==> config.mk <==
export PLATFORM = sky130hd
export DESIGN_NAME = panda_lsu
export DESIGN_NICKNAME = d
export VERILOG_FILES = /design/src/rtl/panda_pkg.sv /design/src/rtl/panda_lsu_align.sv /design/src/rtl/panda_lsu.sv
export SDC_FILE = /design/constraint.sdc
export NUM_CORES = 1
export LEC_CHECK = 0
export ABC_AREA = 1
export ABC_CLOCK_PERIOD_IN_PS = 5250
export CAP_MARGIN = 20
export CELL_PAD_IN_SITES_DETAIL_PLACEMENT = 0
export CELL_PAD_IN_SITES_GLOBAL_PLACEMENT = 1
export CORE_ASPECT_RATIO = 0.8
export CORE_UTILIZATION = 26
export CTS_CLUSTER_SIZE = 8
export DETAILED_ROUTE_END_ITERATION = 10
export HOLD_SLACK_MARGIN = 0.06
export PLACE_DENSITY = 0.9
export REMOVE_ABC_BUFFERS = 1
export SLEW_MARGIN = 0
export SYNTH_ARGS = -nofsm -noshare
export SYNTH_HDL_FRONTEND = slang
export SYNTH_SLANG_ARGS = --single-unit
==> constraint.sdc <==
create_clock -name clk_i -period 5.25 [get_ports clk_i]
set_input_delay 1.3125 -clock clk_i [delete_from_list [all_inputs] [get_ports clk_i]]
set_output_delay 1.3125 -clock clk_i [all_outputs]
set_load 0.005 [all_outputs]
==> src/rtl/panda_pkg.sv <==
// rtl/panda_pkg.sv - shared types for the panda load/store unit
// Purpose: access-size and LSU state encodings used by the LSU and its align helper.
// Ports: none (package).
package panda_pkg;

  typedef enum logic [1:0] {
    MemByte    = 2'b00,
    MemHalf    = 2'b01,
    MemWord    = 2'b10,
    MemIllegal = 2'b11
  } mem_size_e;

  typedef enum logic [1:0] {
    LsuIdle = 2'b00,
    LsuWait = 2'b01,
    LsuResp = 2'b10
  } lsu_state_e;

endpackage

==> src/rtl/panda_lsu_align.sv <==
// rtl/panda_lsu_align.sv - load data lane extraction and sign/zero extension
// Purpose: pick the addressed byte/half out of a 32-bit RAM word and extend it.
// Ports:
//   rdata       in  32  raw RAM word
//   offset      in  2   byte offset within the word
//   size        in  2   access size (mem_size_e)
//   is_unsigned in  1   1 = zero-extend, 0 = sign-extend
//   data        out 32  formatted load data
module panda_lsu_align
  import panda_pkg::*;
(
  input  logic [31:0] rdata,
  input  logic [1:0]  offset,
  input  mem_size_e   size,
  input  logic        is_unsigned,
  output logic [31:0] data
);

  logic [7:0]  byte_v;
  logic [15:0] half_v;

  always_comb begin
    byte_v = rdata[7:0];
    case (offset)
      2'd0: byte_v = rdata[7:0];
      2'd1: byte_v = rdata[15:8];
      2'd2: byte_v = rdata[23:16];
      2'd3: byte_v = rdata[31:24];
      default: byte_v = rdata[7:0];
    endcase
    // Halves are aligned, so only offset[1] selects the lane.
    half_v = offset[1] ? rdata[31:16] : rdata[15:0];
  end

  always_comb begin
    data = rdata;
    case (size)
      MemByte: data = {{24{~is_unsigned & byte_v[7]}}, byte_v};
      MemHalf: data = {{16{~is_unsigned & half_v[15]}}, half_v};
      default: data = rdata;
    endcase
  end

endmodule

==> src/rtl/panda_lsu.sv <==
// rtl/panda_lsu.sv - single-outstanding load/store unit in front of the data RAM
// Purpose: accept one request, drive the byte-enabled RAM, format load data, return a response.
// Ports:
//   clk_i, rst_i                          clock, synchronous active-high reset
//   req_valid_i/req_ready_o               request handshake
//   req_we_i, req_size_i, req_unsigned_i  request kind
//   req_addr_i, req_wdata_i               byte address, right-aligned store data
//   rsp_valid_o/rsp_ready_i               response handshake
//   rsp_rdata_o, rsp_err_o                formatted load data, access error
//   ram_ce_o, ram_we_o, ram_addr_o        RAM control and word address
//   ram_wdata_o, ram_rdata_i              RAM data
module panda_lsu
  import panda_pkg::*;
#(
  parameter int         AddrWidth    = 32,
  parameter int         Depth        = 1024,
  parameter logic       RamOutputReg = 1'b1
) (
  input  logic                     clk_i,
  input  logic                     rst_i,
  input  logic                     req_valid_i,
  output logic                     req_ready_o,
  input  logic                     req_we_i,
  input  logic [1:0]               req_size_i,
  input  logic                     req_unsigned_i,
  input  logic [AddrWidth-1:0]     req_addr_i,
  input  logic [31:0]              req_wdata_i,
  output logic                     rsp_valid_o,
  input  logic                     rsp_ready_i,
  output logic [31:0]              rsp_rdata_o,
  output logic                     rsp_err_o,
  output logic                     ram_ce_o,
  output logic [3:0]               ram_we_o,
  output logic [$clog2(Depth)-1:0] ram_addr_o,
  output logic [31:0]              ram_wdata_o,
  input  logic [31:0]              ram_rdata_i
);

  localparam int IdxW = $clog2(Depth);

  lsu_state_e state;
  mem_size_e  req_size;
  mem_size_e  lat_size;
  logic [1:0] lat_off;
  logic       lat_uns;

  logic                 accept;
  logic                 req_err;
  logic [AddrWidth-1:0] addr_hi;
  logic [3:0]           be;
  logic [31:0]          fmt_data;

  assign req_size    = mem_size_e'(req_size_i);
  assign req_ready_o = (state == LsuIdle);
  assign accept      = req_valid_i && (state == LsuIdle) && !rst_i;

  // Any address bit above the RAM's byte range makes the access out of range.
  assign addr_hi = req_addr_i >> (IdxW + 2);

  always_comb begin
    req_err = 1'b0;
    if (req_size == MemIllegal)                             req_err = 1'b1;
    if (req_size == MemHalf && req_addr_i[0])               req_err = 1'b1;
    if (req_size == MemWord && req_addr_i[1:0] != 2'b00)    req_err = 1'b1;
    if (|addr_hi)                                           req_err = 1'b1;
  end

  always_comb begin
    be          = 4'b1111;
    ram_wdata_o = req_wdata_i;
    case (req_size)
      MemByte: begin
        be          = 4'b0001 << req_addr_i[1:0];
        ram_wdata_o = {4{req_wdata_i[7:0]}};
      end
      MemHalf: begin
        be          = 4'b0011 << req_addr_i[1:0];
        ram_wdata_o = {2{req_wdata_i[15:0]}};
      end
      default: begin
        be          = 4'b1111;
        ram_wdata_o = req_wdata_i;
      end
    endcase
  end

  // The RAM is only touched in the accept cycle of a legal request.
  assign ram_ce_o   = accept && !req_err;
  assign ram_we_o   = (ram_ce_o && req_we_i) ? be : 4'b0000;
  assign ram_addr_o = req_addr_i[IdxW+1:2];

  // Without an output register the data arrives in the accept cycle, so format
  // from the live request; otherwise from the fields latched at accept.
  panda_lsu_align u_align (
    .rdata       (ram_rdata_i),
    .offset      (RamOutputReg ? lat_off  : req_addr_i[1:0]),
    .size        (RamOutputReg ? lat_size : req_size),
    .is_unsigned (RamOutputReg ? lat_uns  : req_unsigned_i),
    .data        (fmt_data)
  );

  always_ff @(posedge clk_i) begin
    if (rst_i) begin
      state       <= LsuIdle;
      rsp_valid_o <= 1'b0;
      rsp_err_o   <= 1'b0;
      rsp_rdata_o <= 32'h0;
      lat_off     <= 2'b00;
      lat_size    <= MemByte;
      lat_uns     <= 1'b0;
    end else begin
      case (state)
        LsuIdle: begin
          if (req_valid_i) begin
            lat_off  <= req_addr_i[1:0];
            lat_size <= req_size;
            lat_uns  <= req_unsigned_i;
            if (req_err || req_we_i) begin
              state       <= LsuResp;
              rsp_valid_o <= 1'b1;
              rsp_err_o   <= req_err;
              rsp_rdata_o <= 32'h0;
            end else if (RamOutputReg) begin
              state <= LsuWait;
            end else begin
              state       <= LsuResp;
              rsp_valid_o <= 1'b1;
              rsp_err_o   <= 1'b0;
              rsp_rdata_o <= fmt_data;
            end
          end
        end
        LsuWait: begin
          state       <= LsuResp;
          rsp_valid_o <= 1'b1;
          rsp_err_o   <= 1'b0;
          rsp_rdata_o <= fmt_data;
        end
        LsuResp: begin
          if (rsp_ready_i) begin
            state       <= LsuIdle;
            rsp_valid_o <= 1'b0;
            rsp_err_o   <= 1'b0;
            rsp_rdata_o <= 32'h0;
          end
        end
        default: state <= LsuIdle;
      endcase
    end
  end

endmodule

==> flow_summary.json <==
{
  "rr_endpoint": "rsp_rdata_o[3]$_SDFFE_PP0P_",
  "grt_pass1_wl_mm": 18.9,
  "drc_errors": 0,
  "postCtsSetupBuffers": 0,
  "reg2reg_depth": 6,
  "syn_area_um2": 3040,
  "min_from": "rsp_rdata_o[5]$_SDFFE_PP0P_",
  "syn_inst": 517,
  "cts_tree": "yes",
  "status": "finished, final reports clean",
  "ys_ff_latch": 41,
  "hold_violations": 0,
  "dieArea_um2": 12100,
  "post-route-period-util_pct": 91.1,
  "yosys.area.top_type_share_pct": 27.0,
  "crit_path_start": "req_size_i[1]",
  "cts_buffers": 5,
  "via_per_inst": 4.66,
  "ys_types": 25,
  "dr.first_iter.drc_count": 149,
  "critical_path_peak_fanout": 10,
  "final_nets": 759,
  "yosys.area.top_type": "dfxtp_1",
  "hpwl_mm": 9.12,
  "critPathKind": "in -> out",
  "timing.fmax_mhz": 209,
  "dp.cells": 787,
  "io_buffers": 165,
  "rsz0062_at_grt": "no",
  "relSlewSlack_pct": 33.8,
  "p_leak_nw": 1.94,
  "core_um2": 11100,
  "pre_cts_slack_ps": 473,
  "wl_met2_mm": 5.10,
  "num_rows": 34,
  "synth_most_common_cell": "nand2_1",
  "grt_pass1_vias": 3700,
  "num_vias": 3707,
  "yosysWarningCount": 0,
  "setup_slack_ps": 467,
  "routabilityCongestion": 0.916,
  "worstMarginPinSlew_ps": 993,
  "yosys-mux-area-fraction_pct": 0,
  "wl_per_cell_um": 15.1,
  "diodes": 0,
  "synth_area_leaders": "dfxtp_1 (27%), nand2_1 (19%), nor2_1 (12%)",
  "cts_max_level": 2,
  "drtAntennaViolNets": 0,
  "initial_core_util_pct": 27.3,
  "drive_gt1_share_pct": 3.68,
  "grtUsageTotal_pct": 20.1,
  "r2r_setup_slack_ps": 2840,
  "postCtsHoldBufs": 0,
  "drv_slew": 0,
  "synthArstFlopShare_pct": 0,
  "ir_worst_vdd_mv": 0.167,
  "antenna_found_initial": 0,
  "ys_seq_area_share_pct": 27.0,
  "dr.max_layer_used": "met5",
  "cts.sinks": 41,
  "min_to": "rsp_rdata_o[5]$_SDFFE_PP0P_",
  "synth_ff_type": "dfxtp_1",
  "arrival_ps": 3470,
  "synth_edf_count": 0,
  "yosys-top-cells-count": "nand2_1 (153), nor2_1 (101), dfxtp_1 (41), inv_1 (38), nand3_1 (32)",
  "clk_latency_ps": 290,
  "synth-simple-area-share_pct": 39.3,
  "min_path_type": "reg -> reg",
  "cp.required_ps": 3940,
  "wl_mm": 12.0,
  "wl_met3_mm": 1.14,
  "cts_root_buf": "clkbuf_16",
  "clkTransAtPathRegs_ps": 60,
  "syn_to_final_growth_pct": 59.1,
  "die_h_um": 98.7,
  "maxCapViolCount": 0,
  "grt.overflow.total": 0,
  "setup_viol": 0,
  "worstSetupStartpointType": "input port",
  "fp.dieW_um": 123,
  "grt_max_degree": 36,
  "power_density_nw_per_um2": 252,
  "synth_adder_area_share_pct": 1.65,
  "endpoint_kind": "output pin",
  "instances_no_fill": 796,
  "ctsResizeCount": 0,
  "wl_met1_mm": 5.50,
  "synth-xor-area-share_pct": 0,
  "synth_compound_area_share_pct": 18.3,
  "tns_ps": 0,
  "fin_crit_ps": 4780,
  "worst_r2r_startpoint": "state[1]$_SDFFE_PP0P_",
  "clockBufferDepth": 2,
  "fillers": 1158,
  "hold_depth": 2,
  "pin_count": 186,
  "synth_top_family_by_area": "simple AND/OR/NAND/NOR gates",
  "skew_ps": 5.73,
  "syn_avg_cell_area_um2": 5.88,
  "first_pass_iters": 5
}
-- layout by cell type, fill, tap and decap left out, drive strengths merged --
master and instances:
a21oi 19, clkinv 1, o22ai 2, clkbuf 7, o21bai 1, buf 5, nand2 155, nor2 103
dfxtp 41, a21boi 24, clkdlybuf4s50 165, bufinv 1, ha 4, nand3 34, inv 40, o21ai 30
o211ai 8, or2 3, nor4 1, a31oi 8
-- worst max-delay path by stage --
stage / to / slack [ps] / cells after the start
2_1_floorplan: ram_we_o[0] / 1690 / 7
3_3_place_gp: ram_we_o[1] / 590 / 10
3_5_place_dp: ram_we_o[3] / 470 / 10
4_1_cts: ram_we_o[3] / 480 / 10
5_1_grt: ram_we_o[3] / 340 / 10
6_report: ram_we_o[3] / 470 / 10
-- layer usage --
metal	GRT usage, %	up-vias
met3	8.85	16
met2	30.7	125
met1	25.4	1665
li1	-	1899
met5	5.83	-
met4	4.32	2
-- sequential cells by signal (all words and copies together) (netlist names) --
signal	count
rsp_valid_o	1
rsp_err_o	1
lat_size	2
lat_uns	1
rsp_rdata_o	32
lat_off	2
state	2
-- cells by family after synthesis --
group / count (synthesis)
buf+inv: 84
fa+ha+maj: 4
simple gates: 296
flops: 41
compound gates: 92
-- metrics by stage --
stage                     hold WS [ps]  utilization, %  instance area [um2]  power (mW)
final                              469            43.4                 4840        1.22
after global routing               494            43.4                 4840        1.30
after CTS                          470            43.2                 4810        1.22
after detailed placement           460            41.6                 4640       0.852
after global placement             459            41.6                 4640       0.843
after floorplan                    451               -                 2770       0.601
-- power breakdown --
part           internal, mW  leakage, nW  switching, mW  total [mW]
combinational         0.217         1.53          0.276       0.494
clock                 0.238       0.0841          0.128       0.365
sequential            0.338        0.333         0.0208       0.359
-- worst max-delay path: stages --
cell and delay [ps]:
clkdlybuf4s50_1 490, inv_2 110, nand2_4 160, nor2_2 50
nor2_1 80, nand2_1 80, nor4_1 320, nand2_1 190
nor2_1 150, clkdlybuf4s50_1 530
-- cell type report --
cell class	instances	area, um2	share of cell area, %
multi-input combinational	392	1800	37.2
timing repair buffer	170	1710	35.3
clock buffer	7	143	2.95
tap	144	180	3.72
sequential	41	821	17.0
inverter	41	154	3.18
clock inverter	1	30.0	0.621
Power figures use the tool's default switching activity.
